$ cat src/rtl/dsp_pkg.sv
// Shared types and width helpers for the pre-add multiply-accumulate datapath.
package dsp_pkg;

    // Per-beat pre-adder mode, driven from i_sub.
    typedef enum logic {
        PREADD_ADD = 1'b0,
        PREADD_SUB = 1'b1
    } preadd_mode_e;

    // Group tracking: IDLE means the next valid beat opens a new group.
    typedef enum logic {
        GRP_IDLE  = 1'b0,
        GRP_ACCUM = 1'b1
    } grp_state_e;

    // Exact signed product width of (a +/- b) * c.
    function automatic int prod_width(input int value_width);
        return 2 * value_width + 1;
    endfunction

    // Accumulator width: product plus guard bits.
    function automatic int acc_width(input int value_width, input int acc_guard);
        return prod_width(value_width) + acc_guard;
    endfunction

endpackage

$ cat src/rtl/dsp_preadd_mul.sv
// Stages 1-2: pre-adder/subtractor then exact signed multiply, with valid/last
// sideband carried alongside. Every register freezes when i_ce is low.
module dsp_preadd_mul
    import dsp_pkg::*;
#(
    parameter int VALUE_WIDTH = 32
) (
    input  logic                                  i_clk,
    input  logic                                  i_areset,
    input  logic                                  i_ce,
    input  logic                                  i_valid,
    input  logic [VALUE_WIDTH-1:0]                i_presub_a,
    input  logic [VALUE_WIDTH-1:0]                i_presub_b,
    input  logic [VALUE_WIDTH-1:0]                i_mul,
    input  logic                                  i_sub,
    input  logic                                  i_last,
    output logic [prod_width(VALUE_WIDTH)-1:0]    o_prod,
    output logic                                  o_valid,
    output logic                                  o_last
);

    localparam int PW = prod_width(VALUE_WIDTH);

    preadd_mode_e                w_mode;
    logic signed [VALUE_WIDTH:0] w_a_ext;
    logic signed [VALUE_WIDTH:0] w_b_ext;
    logic signed [VALUE_WIDTH:0] w_pre;

    logic signed [VALUE_WIDTH:0]   r_pre;
    logic signed [VALUE_WIDTH-1:0] r_c;
    logic                          r_vld1;
    logic                          r_last1;
    logic signed [PW-1:0]          r_prod;
    logic                          r_vld2;
    logic                          r_last2;

    // One extra bit on the pre-adder makes a +/- b exact.
    assign w_mode  = preadd_mode_e'(i_sub);
    assign w_a_ext = {i_presub_a[VALUE_WIDTH-1], i_presub_a};
    assign w_b_ext = {i_presub_b[VALUE_WIDTH-1], i_presub_b};
    assign w_pre   = (w_mode == PREADD_SUB) ? (w_a_ext - w_b_ext) : (w_a_ext + w_b_ext);

    // Stage 1 pre-add and stage 2 multiply; last is only meaningful on valid beats.
    always_ff @(posedge i_clk or posedge i_areset) begin
        if (i_areset) begin
            r_pre   <= '0;
            r_c     <= '0;
            r_vld1  <= 1'b0;
            r_last1 <= 1'b0;
            r_prod  <= '0;
            r_vld2  <= 1'b0;
            r_last2 <= 1'b0;
        end else if (i_ce) begin
            r_pre   <= w_pre;
            r_c     <= i_mul;
            r_vld1  <= i_valid;
            r_last1 <= i_valid & i_last;
            r_prod  <= r_pre * r_c;
            r_vld2  <= r_vld1;
            r_last2 <= r_last1;
        end
    end

    assign o_prod  = r_prod;
    assign o_valid = r_vld2;
    assign o_last  = r_last2;

endmodule

$ cat src/rtl/dsp_preadd_mac.sv
// Pre-add multiply-accumulate: sums (a +/- b) * c over a group of beats ended
// by i_last and emits one signed result per group with a sticky overflow flag.
module dsp_preadd_mac
    import dsp_pkg::*;
#(
    parameter int VALUE_WIDTH = 32,
    parameter int ACC_GUARD   = 8,
    parameter int SATURATE    = 1
) (
    input  logic                                         i_clk,
    input  logic                                         i_areset,
    input  logic                                         i_ce,
    input  logic                                         i_valid,
    input  logic [VALUE_WIDTH-1:0]                       i_presub_a,
    input  logic [VALUE_WIDTH-1:0]                       i_presub_b,
    input  logic [VALUE_WIDTH-1:0]                       i_mul,
    input  logic                                         i_sub,
    input  logic                                         i_last,
    output logic [acc_width(VALUE_WIDTH, ACC_GUARD)-1:0] o_out,
    output logic                                         o_valid,
    output logic                                         o_overflow
);

    localparam int PW = prod_width(VALUE_WIDTH);
    localparam int AW = acc_width(VALUE_WIDTH, ACC_GUARD);
    localparam logic [AW-1:0] ACC_MAX = {1'b0, {(AW-1){1'b1}}};
    localparam logic [AW-1:0] ACC_MIN = {1'b1, {(AW-1){1'b0}}};

    logic signed [PW-1:0] w_prod;
    logic                 w_beat;
    logic                 w_lastb;

    grp_state_e r_state;
    grp_state_e w_state_nxt;
    logic       w_first;
    logic       w_emit;

    logic signed [AW-1:0] w_prod_ext;
    logic signed [AW-1:0] w_base;
    logic signed [AW-1:0] w_sum;
    logic signed [AW-1:0] w_acc_next;
    logic                 w_ovf;

    logic [AW-1:0] r_acc;
    logic          r_sticky;
    logic [AW-1:0] r_res;
    logic          r_res_ovf;
    logic          r_res_vld;
    logic [AW-1:0] r_out;
    logic          r_out_ovf;
    logic          r_out_vld;

    dsp_preadd_mul #(
        .VALUE_WIDTH (VALUE_WIDTH)
    ) u_mul (
        .i_clk      (i_clk),
        .i_areset   (i_areset),
        .i_ce       (i_ce),
        .i_valid    (i_valid),
        .i_presub_a (i_presub_a),
        .i_presub_b (i_presub_b),
        .i_mul      (i_mul),
        .i_sub      (i_sub),
        .i_last     (i_last),
        .o_prod     (w_prod),
        .o_valid    (w_beat),
        .o_last     (w_lastb)
    );

    // Group state register; only valid beats on enabled cycles move it.
    always_ff @(posedge i_clk or posedge i_areset) begin
        if (i_areset)  r_state <= GRP_IDLE;
        else if (i_ce) r_state <= w_state_nxt;
    end

    // Next state: a last beat always closes the group, any other beat keeps it open.
    always_comb begin
        w_state_nxt = r_state;
        if (w_beat) w_state_nxt = w_lastb ? GRP_IDLE : GRP_ACCUM;
    end

    // State decode: IDLE means start from zero; a valid last beat emits.
    always_comb begin
        w_first = (r_state == GRP_IDLE);
        w_emit  = w_beat & w_lastb;
    end

    // Accumulate with signed overflow detection and optional clamp.
    always_comb begin
        w_prod_ext = AW'(w_prod);
        w_base     = w_first ? '0 : $signed(r_acc);
        w_sum      = w_base + w_prod_ext;
        w_ovf      = (w_base[AW-1] == w_prod_ext[AW-1]) && (w_sum[AW-1] != w_base[AW-1]);
        w_acc_next = w_sum;
        if (w_ovf && (SATURATE != 0)) w_acc_next = w_base[AW-1] ? $signed(ACC_MIN) : $signed(ACC_MAX);
    end

    // Stage 3: accumulator, sticky overflow and captured group result.
    always_ff @(posedge i_clk or posedge i_areset) begin
        if (i_areset) begin
            r_acc     <= '0;
            r_sticky  <= 1'b0;
            r_res     <= '0;
            r_res_ovf <= 1'b0;
            r_res_vld <= 1'b0;
        end else if (i_ce) begin
            r_res_vld <= w_emit;
            if (w_beat) begin
                r_acc    <= w_acc_next;
                r_sticky <= w_emit ? 1'b0 : (r_sticky | w_ovf);
            end
            if (w_emit) begin
                r_res     <= w_acc_next;
                r_res_ovf <= r_sticky | w_ovf;
            end
        end
    end

    // Output register keeps the accumulator feedback path off the output pins.
    always_ff @(posedge i_clk or posedge i_areset) begin
        if (i_areset) begin
            r_out     <= '0;
            r_out_ovf <= 1'b0;
            r_out_vld <= 1'b0;
        end else if (i_ce) begin
            r_out_vld <= r_res_vld;
            if (r_res_vld) begin
                r_out     <= r_res;
                r_out_ovf <= r_res_ovf;
            end
        end
    end

    assign o_out      = r_out;
    assign o_valid    = r_out_vld;
    assign o_overflow = r_out_ovf;

endmodule

$ cat config.mk
export PLATFORM = sky130hd
export DESIGN_NAME = dsp_preadd_mac
export DESIGN_NICKNAME = d
export VERILOG_FILES = /design/src/rtl/dsp_pkg.sv /design/src/rtl/dsp_preadd_mul.sv /design/src/rtl/dsp_preadd_mac.sv
export SDC_FILE = /design/constraint.sdc
export NUM_CORES = 2
export LEC_CHECK = 0
export CORE_ASPECT_RATIO = 2
export CORE_MARGIN = 2
export CORE_UTILIZATION = 40
export DETAILED_ROUTE_END_ITERATION = 6
export PLACE_DENSITY = 0.53
export REMOVE_ABC_BUFFERS = 1
export SLEW_MARGIN = 5
export SYNTH_ARGS = -nofsm -noshare
export SYNTH_HDL_FRONTEND = slang
export SYNTH_HIERARCHICAL = 1
export SYNTH_SLANG_ARGS = --single-unit
$ cat constraint.sdc
create_clock -name i_clk -period 10.9 [get_ports i_clk]
set_clock_uncertainty 0.15 [all_clocks]
set_input_delay 2.18 -clock i_clk [delete_from_list [all_inputs] [get_ports i_clk]]
set_output_delay 2.18 -clock i_clk [all_outputs]
set_load 0.01 [all_outputs]
Word-level counts from Yosys, hierarchy flattened
Index checks and enable logic that the tools add are counted.
Widths: inputs -> output; s select.
{ "word_totals": {"ff_bits": 359, "input_bits": 102, "out_inout_bits": 75, "elab_cells": 35} }
{ "classes": {"n_addsub": 3, "multipliers": 1, "n_eq_ne": 2, "muxes": 6, "bitwise": 3, "reduce_logical": 4} }
{ "op_table": {"columns": ["operator", "count"], "rows": [
  ["$mux 73", 3],
  ["$add 73x65->73", 1],
  ["$mul 33x32->65", 1],
  ["$add 32x32->33", 1],
  ["$mux 33", 1],
  ["$sub 32x32->33", 1],
  ["$reduce_and 2->1", 3],
  ["$and 1x1->1", 2],
  ["$mux 1", 2],
  ["$eq 1x1->1", 1],
  ["$logic_and 1x1->1", 1],
  ["$ne 1x1->1", 1],
  ["$or 1x1->1", 1]
]} }

Depth between registers and ports, before layout
{ "logic_depth": {"depth_word": 6, "mapped_depth": 30, "mapped_depth_nobuf": 28} }

Hierarchy
The synthesis kept the hierarchy.
{ "by_module_without_submodules": {"columns": ["mod", "instances", "cells_each", "area_each_um2", "seq_area_each_um2"], "rows": [
  ["dsp_preadd_mul", 1, 4635, 44229.9, 3353.2],
  ["dsp_preadd_mac", 1, 1481, 13470.4, 5630.4]
]} }

Worst setup path before layout
OpenSTA, ideal clock, no wires.
{ "synth_timing": {"path_type": "reg2reg", "startpoint": "register u_mul.r_pre[32]", "endpoint": "register u_mul.r_prod[62] (netlist: u_mul/o_prod[62])", "setup_ns": 0.120, "t_arrival_ns": 7.680, "required_time_ns": 10.630, "setup_slack_ns": 2.950, "stages_incl_launch_ff": 25, "path_buffers": 2, "cell_sequence": "dfrtp_1 clkbuf_1 nand2_1 inv_1 fa_1 fa_1 fa_1 fa_1 inv_1 fa_1 inv_1 fa_1 inv_1 fa_1 inv_1 fa_1 ha_1 clkbuf_1 a21o_1 a21o_1 a21o_1 or3_1 o211a_1 or3_1 a31o_1"} }
{ "synth_between": {"elab_chain_len": 1} }
{ "synth_rtl": {"columns": ["item", "line_no", "source"], "rows": [
  ["start, declared", "dsp_preadd_mul.sv:29", "logic signed [VALUE_WIDTH:0] r_pre;"],
  ["start signal, assigned", "dsp_preadd_mul.sv:54", "r_pre <= w_pre;"],
  ["$mul 33x32->65", "dsp_preadd_mul.sv:58", "r_prod <= r_pre * r_c;"],
  ["end signal, assigned", "dsp_preadd_mul.sv:58", null],
  ["end, declared", "dsp_preadd_mul.sv:33", "logic signed [PW-1:0] r_prod;"]
]} }
Every way passes these cells.
A chain may end at the register's enable or synchronous reset.

Final worst setup path
{ "layout_timing": {"startpoint": "register u_mul.r_pre[21]", "endpoint": "register u_mul.r_prod[58] (netlist: u_mul/o_prod[58])"} }
Same word-level chain as after synthesis.

==> results.py <==
metrics = {
    "grt": {
        "grt_pass1_wl_um": 282300,
        "antenna_found_initial": 5,
        "grt_usage_pct": 25.30,
        "grt_max_degree": 96,
        "grt_pass1_vias": 47240,
        "overflow": 0,
    },
    "synthesis": {
        "seq_area_frac_synth_pct": 15.57,
        "synthSimpleGateAreaFrac_pct": 15.15,
        "synth_most_common_cell": "fa_1",
        "synth_area_leader_cell": "fa_1",
        "synthTopCellsByArea": "fa_1 39%, dfrtp_1 16%, inv_1 6.9%",
        "synth-seq-cells": 359,
        "syn_inst": 6116,
        "synth_flop_cell": "dfrtp_1",
        "synth_edf_count": 0,
        "synth_fa_ha_area_share_pct": 44.98,
        "synth_top_family_by_area": "adder cells",
        "syn_avg_cell_area_um2": 9.434,
        "synthMuxAreaShare_pct": 3.645,
        "async_flop_share_pct": 100.0,
        "synth_top_area_share_pct": 38.65,
        "yosys.cell_types.count": 93,
        "synth_warnings": 6,
        "synth_compound_area_share_pct": 8.557,
        "synth_xor_area_share_pct": 2.884,
        "syn_area_mm2": 0.05770,
        "ys_top_cells_by_count": "1,114 x fa_1, 1,055 x inv_1, 791 x nand2_1, 592 x and2_1, 359 x dfrtp_1",
    },
    "clocking": {
        "h-tree-depth": 2,
        "postCtsHoldBufs": 0,
        "clockBufferDepth": 3,
        "root_buffer": "clkbuf_16",
        "clock_sinks": 359,
        "cts_tree": "done",
        "path_clk_slew_ps": 60,
        "numCtsBuffers": 41,
        "cts_resized": 0,
        "postCtsSetupRepairBufs": 0,
        "worstSkewPairLatency_ps": 630,
    },
    "setup_path": {
        "crit_required_ps": 11250,
        "reg2reg_slack_ps": 1770,
        "end_kind": "register",
        "critical_path_arrival_ps": 9480,
        "path_max_fanout": 21,
        "criticalPathCategory": "register to register",
        "startpoint_type": "register",
    },
    "sta": {
        "relSlewSlack_pct": 16.47,
        "period_minus_slack_ps": 9135,
        "hold_viol": 0,
        "finalMaxSlewViolations": 0,
        "rsz0062_at_grt": "no",
        "setup_viol": 0,
        "tightest_slew_ps": 1247,
        "max_freq_ghz": 0.1095,
        "fin_tns_setup_ps": 0,
        "layout_worst_path_cycle_share_pct": 83.81,
    },
    "route": {
        "antenna_left": 0,
        "drt_first_pass_iters": 6,
        "drc_errors": 0,
        "vias_per_cell": 5.269,
        "vias": 42240,
        "drt_iter0_markers": 2235,
        "wl_per_cell_um": 22.54,
        "wirelength_um": 180700,
    },
    "run_status": {
        "status": "completed",
    },
    "cells_and_area": {
        "drive_above_1_share_pct": 6.759,
        "n_fill_cell": 14120,
        "utilization_pct": 43.65,
        "nets": 7599,
        "area_growth_pct": 8.719,
    },
    "floorplan": {
        "rows": 197,
        "die_w_um": 272.6,
        "pin_count": 177,
        "core_mm2": 0.1437,
        "initial_utilization_pct": 40.15,
        "die_h_um": 541.1,
        "die_area_mm2": 0.1475,
    },
    "min_path": {
        "hold_class": "register to register",
    },
    "run": {
        "cap_violations": 0,
    },
    "placement": {
        "gp_congestion": 0.9079,
        "port_buffers": 176,
        "place_hpwl_um": 149500,
    },
}
routing by layer:
metal	wire length [um]	up-vias	part of all wire (%)	GRT usage, %
li1	-	18860	-	-
met5	14	-	0.0077	0
met4	8032	2	4.4	9.640
met3	5249	339	2.9	1.695
met1	67850	22100	38	28.92
met2	99530	944	55	48.57
final timing paths:
kind,start,to,depth (start not counted)
max in group asynchronous,i_areset,u_mul/r_c[26],3
setup reg to reg,u_mul/r_pre[21],u_mul/o_prod[58],24
setup / recovery,u_mul/r_pre[21],u_mul/o_prod[58],24
hold / removal,r_acc[57],r_acc[57],2
min in group asynchronous,i_areset,r_res[50],2
hold reg to reg,r_acc[57],r_acc[57],2
kinds of logic after synthesis:
family          after synthesis
xor+xnor                    190
fa+ha+maj                  1406
buf+inv                    1390
flops                       359
mux                         187
simple gates               1788
compound gates              796
layout by cell type, fill, tap and decap left out, types with 173 or more instances in the layout:
cell type,n
dfrtp_1,343
nor2_1,173
inv_1,1052
nand2_1,788
mux2_2,181
ha_1,291
a21oi_1,255
and2_1,592
fa_1,1114
clkdlybuf4s50_1,175
registers in the layout, indices dropped and copies added (netlist names), 32 cells and up:
register and cells:
u_mul/o_prod 65, u_mul/r_pre 33, u_mul/r_c 32, r_res 73, r_acc 73, o_out 73
cell type report:
cell class                      instances  area (um^2)  area share (%)
Multi-Input combinational cell       4367        43440           69.25
Sequential cell                       359         9004           14.35
Timing Repair Buffer                  268         2466           3.931
Antenna cell                            2        5.005        0.007978
Clock buffer                           49         1116           1.779
Clock inverter                         27        361.6          0.5764
Inverter                             1055         3973           6.333
Tap cell                             1890         2365           3.770
per-stage QoR:
step / area [um^2] / hold slack (ps) / cells / setup WS, ps
floorplan: 56340 / 291.3 / 5781 / 2407
global placement: 61250 / 304.9 / 7939 / 1818
detailed placement: 61250 / 310.5 / 7939 / 1764
CTS: 62730 / 324.7 / 8015 / 1716
global route: 62730 / 347.4 / 8016 / 1417
finish: 62730 / 317.8 / 8017 / 1765
critical path: stages (launching register included):
cell,delay [ps]
dfrtp_1,1040
buf_4,370
nand2_1,100
fa_1,560
inv_1,50
fa_1,470
inv_1,50
fa_1,470
fa_1,540
inv_1,50
fa_1,480
fa_1,510
fa_1,560
fa_1,430
ha_1,500
nand2_1,110
o221ai_1,260
a41o_1,330
nor3b_2,290
a21oi_2,150
o31ai_1,620
o21ai_2,200
o31ai_2,310
xor2_1,120
mux2_2,270
Power is not shown: default switching activity piles up to over one toggle a cycle in this logic, so the estimate is an artifact.
